$ cat config.mk
export PLATFORM = sky130hd
export DESIGN_NAME = vgafb_fetch_sched
export DESIGN_NICKNAME = d
export VERILOG_FILES = /design/src/rtl/vgafb_pkg.sv /design/src/rtl/vgafb_fetch_sched.sv
export SDC_FILE = /design/constraint.sdc
export NUM_CORES = 1
export LEC_CHECK = 0
export BUFFER_PORTS_ARGS = -buffer_cell sky130_fd_sc_hd__buf_2
export CORE_ASPECT_RATIO = 2
export CORE_MARGIN = 2
export CORE_UTILIZATION = 25
export CTS_CLUSTER_SIZE = 28
export DETAILED_ROUTE_END_ITERATION = 6
export PLACE_DENSITY = 0.43
export RECOVER_POWER = 25
export SETUP_SLACK_MARGIN = 0.15
export SLEW_MARGIN = 20
export SYNTH_ARGS = -nofsm -noshare
export SYNTH_HDL_FRONTEND = slang
export SYNTH_SLANG_ARGS = --single-unit
$ cat constraint.sdc
create_clock -name sys_clk -period 3.8 [get_ports sys_clk]
set_input_delay 0.76 -clock sys_clk [delete_from_list [all_inputs] [get_ports sys_clk]]
set_output_delay 0.76 -clock sys_clk [all_outputs]
set_load 0.05 [all_outputs]
$ cat src/rtl/vgafb_pkg.sv
// rtl/vgafb_pkg.sv - shared types and burst geometry for the VGA framebuffer fetch path
package vgafb_pkg;

    typedef enum logic [1:0] {
        IDLE       = 2'd0,
        WAIT_SPACE = 2'd1,
        REQ        = 2'd2,
        DATA       = 2'd3
    } fetch_state_t;

    localparam int VGAFB_BURST_WORDS = 4;
    localparam int VGAFB_BURST_SHIFT = 5;

endpackage

$ cat src/rtl/vgafb_fetch_sched.sv
// rtl/vgafb_fetch_sched.sv - per-frame FML burst fetch scheduler feeding the pixel FIFO
// Optional underrun counter (underruns/stats_clr) built when VGAFB_FETCH_STATS_EN is defined.
module vgafb_fetch_sched
    import vgafb_pkg::*;
#(
    parameter int fml_depth   = 26,
    parameter int fifo_depth  = 64,
    parameter int fifo_thresh = 8
) (
    input  logic                        sys_clk,
    input  logic                        sys_rst,
    input  logic                        vga_rst,
    input  logic                        frame_start,
    input  logic [31:0]                 baseaddress,
    output logic                        baseaddress_ack,
    input  logic [18:0]                 nbursts,
    output logic [fml_depth-1:0]        fml_adr,
    output logic                        fml_stb,
    input  logic                        fml_ack,
    input  logic [$clog2(fifo_depth):0] fifo_level,
    output logic                        fifo_we,
`ifdef VGAFB_FETCH_STATS_EN
    input  logic                        stats_clr,
    output logic [15:0]                 underruns,
`endif
    output logic                        busy
);

    localparam int LW = $clog2(fifo_depth) + 1;
    // Highest occupancy that still leaves fifo_thresh words free.
    localparam logic [LW-1:0] LEVEL_MAX = LW'(fifo_depth - fifo_thresh);

    fetch_state_t                          state;
    logic [fml_depth-1:VGAFB_BURST_SHIFT]  base_q;
    logic [18:0]                           burst_cnt;
    logic [18:0]                           nb_q;
    logic [1:0]                            beat;
    logic                                  restart;

    logic        space_ok;
    logic        restart_due;
    logic        last_beat;
    logic [18:0] burst_next;
    logic        unused_base;

    assign space_ok    = (fifo_level <= LEVEL_MAX);
    assign restart_due = restart | frame_start;
    assign last_beat   = (beat == 2'(VGAFB_BURST_WORDS - 1));
    assign burst_next  = burst_cnt + 19'd1;
    assign busy        = (state != IDLE);

    assign fml_adr = {base_q, {VGAFB_BURST_SHIFT{1'b0}}}
                   + (fml_depth'(burst_cnt) << VGAFB_BURST_SHIFT);

    assign unused_base = ^{baseaddress[31:fml_depth], baseaddress[VGAFB_BURST_SHIFT-1:0]};

    always_ff @(posedge sys_clk) begin
        if (sys_rst) begin
            state           <= IDLE;
            base_q          <= '0;
            burst_cnt       <= '0;
            nb_q            <= '0;
            beat            <= '0;
            restart         <= 1'b0;
            fml_stb         <= 1'b0;
            fifo_we         <= 1'b0;
            baseaddress_ack <= 1'b0;
        end else begin
            baseaddress_ack <= 1'b0;
            // A frame pulse arriving mid-frame is remembered; repeats collapse.
            if (frame_start && (state != IDLE)) begin
                restart <= 1'b1;
            end

            case (state)
                IDLE: begin
                    if (frame_start && !vga_rst) begin
                        base_q          <= baseaddress[fml_depth-1:VGAFB_BURST_SHIFT];
                        nb_q            <= nbursts;
                        burst_cnt       <= '0;
                        baseaddress_ack <= 1'b1;
                        state           <= (nbursts == '0) ? IDLE : WAIT_SPACE;
                    end
                end

                WAIT_SPACE: begin
                    if (vga_rst) begin
                        restart <= 1'b0;
                        state   <= IDLE;
                    end else if (space_ok) begin
                        fml_stb <= 1'b1;
                        state   <= REQ;
                    end
                end

                REQ: begin
                    if (fml_ack) begin
                        fml_stb <= 1'b0;
                        fifo_we <= 1'b1;
                        beat    <= '0;
                        state   <= DATA;
                    end
                end

                DATA: begin
                    if (!last_beat) begin
                        beat <= beat + 2'd1;
                    end else begin
                        fifo_we   <= 1'b0;
                        burst_cnt <= burst_next;
                        restart   <= 1'b0;
                        if (vga_rst) begin
                            state <= IDLE;
                        end else if (restart_due) begin
                            // Underrun recovery: reload the frame instead of continuing.
                            base_q          <= baseaddress[fml_depth-1:VGAFB_BURST_SHIFT];
                            nb_q            <= nbursts;
                            burst_cnt       <= '0;
                            baseaddress_ack <= 1'b1;
                            state           <= (nbursts == '0) ? IDLE : WAIT_SPACE;
                        end else if (burst_next == nb_q) begin
                            state <= IDLE;
                        end else begin
                            state <= WAIT_SPACE;
                        end
                    end
                end

                default: state <= IDLE;
            endcase
        end
    end

`ifdef VGAFB_FETCH_STATS_EN
    always_ff @(posedge sys_clk) begin
        if (sys_rst || stats_clr) begin
            underruns <= '0;
        end else if (frame_start && (state != IDLE) && (underruns != 16'hFFFF)) begin
            underruns <= underruns + 16'd1;
        end
    end
`endif

endmodule

==> run_results.csv <==
group,metric,value,unit
setup_path,critPathMaxFanout,3,
clock_tree,clk_latency,340,ps
final_layout,fin_nets,765,
final_layout,final_layout_size_suffix_gt1_share,20.9,%
sta,fmax,282,MHz
sta,hold_viol,0,
logic_synthesis,syn_avg_cell_area,7.52,um^2
global_routing,grt_overflow,0,
sta,fin_crit_sh,93.4,%
pwr,power.density,411,nW/um^2
clock_tree,cts.clk_slew.worst_paths,50,ps
logic_synthesis,synth_area_leader_cell,"dfxtp_1",
logic_synthesis,synth-edff-count,0,
sta,report.final.setup_viol,0,
place,post-place-ws,218,ps
sta,layout_setup_ws,251,ps
sta,maxSlewViolCount,48,
logic_synthesis,ys_warn_count,0,
place,placed_cell_area,5120,um^2
setup_path,cp-end-kind,"output pin",
route,avgViaCountPerCell,5.03,
setup_path,slowest_delay,560,ps
global_routing,use_met1,14.8,%
floorplan,initial_core_util,25.5,%
sta,rsz0062_at_grt,"false",
clock_tree,clockBufferDepth,2,
setup_path,crit_arrival,2790,ps
setup_path,worstPathRequired,3040,ps
logic_synthesis,syn-cell-area,4540,um^2
sta,layout_min_cycle_time,3550,ps
route,via_count,4496,
pwr,leakagePower,2.32,nW
clock_tree,cts.sinks,67,
route,drc,0,
place,place_inst,876,
clock_tree,numCtsBuffers,9,
clock_tree,tritoncts,"done",
logic_synthesis,syn_inst,603,
floorplan,pin_count,93,
setup_path,path_cells,"ha_4, inv_2, fa_2, nor2b_2, o2111a_2, nor4_4, buf_4, nor3b_1, or4b_4, nand3_4, buf_8",
floorplan,coreArea,17800,um^2
place,hpwl,10.8,mm
logic_synthesis,synth_common_cells,"nand2_1, a21oi_1, dfxtp_1",
clock_tree,htree_levels,3,
pwr,peakVddDrop,0.222,mV
floorplan,fp-row-count,69,
logic_synthesis,async_flop_share,0,%
global_routing,grt_util_met2,26.4,%
global_routing,grt_max_degree,48,
route,drtPass1Iterations,4,
logic_synthesis,synth_ff_type,"dfxtp_1",
floorplan,fp.dieW,99.3,um
sta,clock_skew,8.16,ps
logic_synthesis,synth.most_common_cell,"nand2_1",
setup_path,crit_path_top_delay_cell,"or4b_4",
final_layout,instances_no_fill,894,
run,max_cap_viol_count,1,
sta,slew_headroom,-48.7,%
global_routing,grt_first_pass_wirelength,21.8,mm
setup_path,r2r_start,"burst_cnt[0]$_SDFFE_PP0P_",
logic_synthesis,ys_types,65,
global_routing,grtUsageTotal,14.3,%
final_layout,diodes,0,
logic_synthesis,yosysTopAreaCellShare,29.6,%
min_path,hp-class,"reg2reg",
final_layout,area_growth,23.1,%
status,status,"finished with violations",
global_routing,grtUsageMet3,2.88,%
sta,fin_tns_setup,0,ps
setup_path,worst-path-buf-inv,3,
setup_path,critical_path_class,"reg2out",
setup_path,crit_start,"base_q[5]$_SDFFE_PP0P_",
global_routing,antenna_found_initial,0,
final_layout,fin_area,5590,um^2
sta,worst_slew_pin_slew,2230,ps
logic_synthesis,synthTopCellsByArea,"dfxtp_1, a21oi_1, nand2_1, ha_1, xnor2_1",
min_path,min_from,"base_q[8]$_SDFFE_PP0P_",
logic_synthesis,synth_seq_cells,67,
final_layout,fillers,1968,
floorplan,dieArea,19300,um^2
place,port_buffers,76,
global_routing,busiest_layer,"met2",
setup_path,cp-start-kind,"flip-flop",
route,routed_wl,13.7,mm
floorplan,chipHeight,195,um
setup_path,crit_family,"simple AND/OR/NAND/NOR gates",
logic_synthesis,ys_seq_area_share,29.6,%
status,violations,"capacitance limit, slew limit",
global_routing,grt_pass1_vias,4321,
place,place_congestion,0.824,
route,antenna_left,0,
clock_tree,cts-root-buf,"clkbuf_16",
route,wl_per_cell,15.4,um
route,drt_iter0_drc,225,
-- cells by family after synthesis --
group                    Yosys count  synth area share (%)
AO/OA/AOI/OAI                    165                  21.6
XOR/XNOR                          43                  8.30
adder cells (fa/ha/maj)           26                  7.34
buffers and inverters             52                  5.96
flip-flops                        67                  29.6
multiplexers                       4                 0.910
other                              1                0.0827
AND/OR/NAND/NOR                  245                  26.3
-- per-stage QoR --
| step | hold WS (ps) | utilization [%] | total power [mW] |
|---|---|---|---|
| 4_1_cts | 460 | 30.8 | 2.33 |
| 2_1_floorplan | 440 | - | 1.29 |
| 3_3_place_gp | 448 | 28.8 | 1.47 |
| 6_report | 457 | 31.4 | 2.29 |
| 3_5_place_dp | 451 | 28.8 | 1.48 |
| 5_1_grt | 482 | 31.4 | 2.43 |
-- cell type report --
cell class              instances  area [um^2]  share of cell area, %
inverters                      15         56.3                   1.01
well taps                     213          267                   4.77
flip-flops and latches         67         1350                   24.2
clock buffers                  14          254                   4.55
repair buffers                 95          546                   9.76
multi-input cells             488         3080                   55.1
clock inverters                 2         35.0                  0.627
-- worst paths after layout --
kind / to / slack, ps / cells past startpoint
worst min-delay path: base_q[8]$_SDFFE_PP0P_ / 460 / 2
worst max-delay path: fml_adr[21] / 250 / 11
worst min register to register: base_q[8]$_SDFFE_PP0P_ / 460 / 2
worst max register to register: state[0]$_SDFFE_PP0P_ / 920 / 8
-- routing by layer --
metal,up-vias,routed length (um)
li1,2275,-
met1,2083,5200
met2,108,7510
met3,30,509
met4,0,512
met5,-,0
-- registers in the layout (all words and copies together) (netlist names), named ones only --
register         cells
burst_cnt           19
beat                 2
nb_q                19
fifo_we              1
restart              1
fml_stb              1
state                1
base_q              21
baseaddress_ack      1
-- repair_timing --
action / 4_1_cts / 5_1_grt
resized for setup: 17 / 26
pin swaps: 1 / 6
hold buffers: 0 / 0
hold endpoints to repair: 0 / 0
setup buffers: 0 / 2
setup endpoints to repair: 5 / 7
-- power breakdown --
part | switching, mW | total, mW | internal [mW]
combinational | 0.436 | 0.661 | 0.225
clock | 0.297 | 0.822 | 0.525
sequential | 0.0469 | 0.812 | 0.765
total | 0.779 | 2.29 | 1.52
-- cell usage in the layout (no fill, tap or decap), types with 9 or more instances in the layout --
cell       count
nand3_1       13
ha_1          20
nand2_1      101
xnor2_1       29
nor2_1        44
buf_2         66
a21o_1        11
nor3_1        15
o21ai_0       28
a21oi_1       84
clkbuf_16      9
clkbuf_1      10
inv_1         14
buf_4         20
dfxtp_1       60
xor2_1        14
-- worst min-delay path, stage by stage (launching register included) --
cell     delay [ps]
dfxtp_1         310
nand2_1          50
a21oi_1          50
No activity file was read; power rests on OpenSTA's default activity.
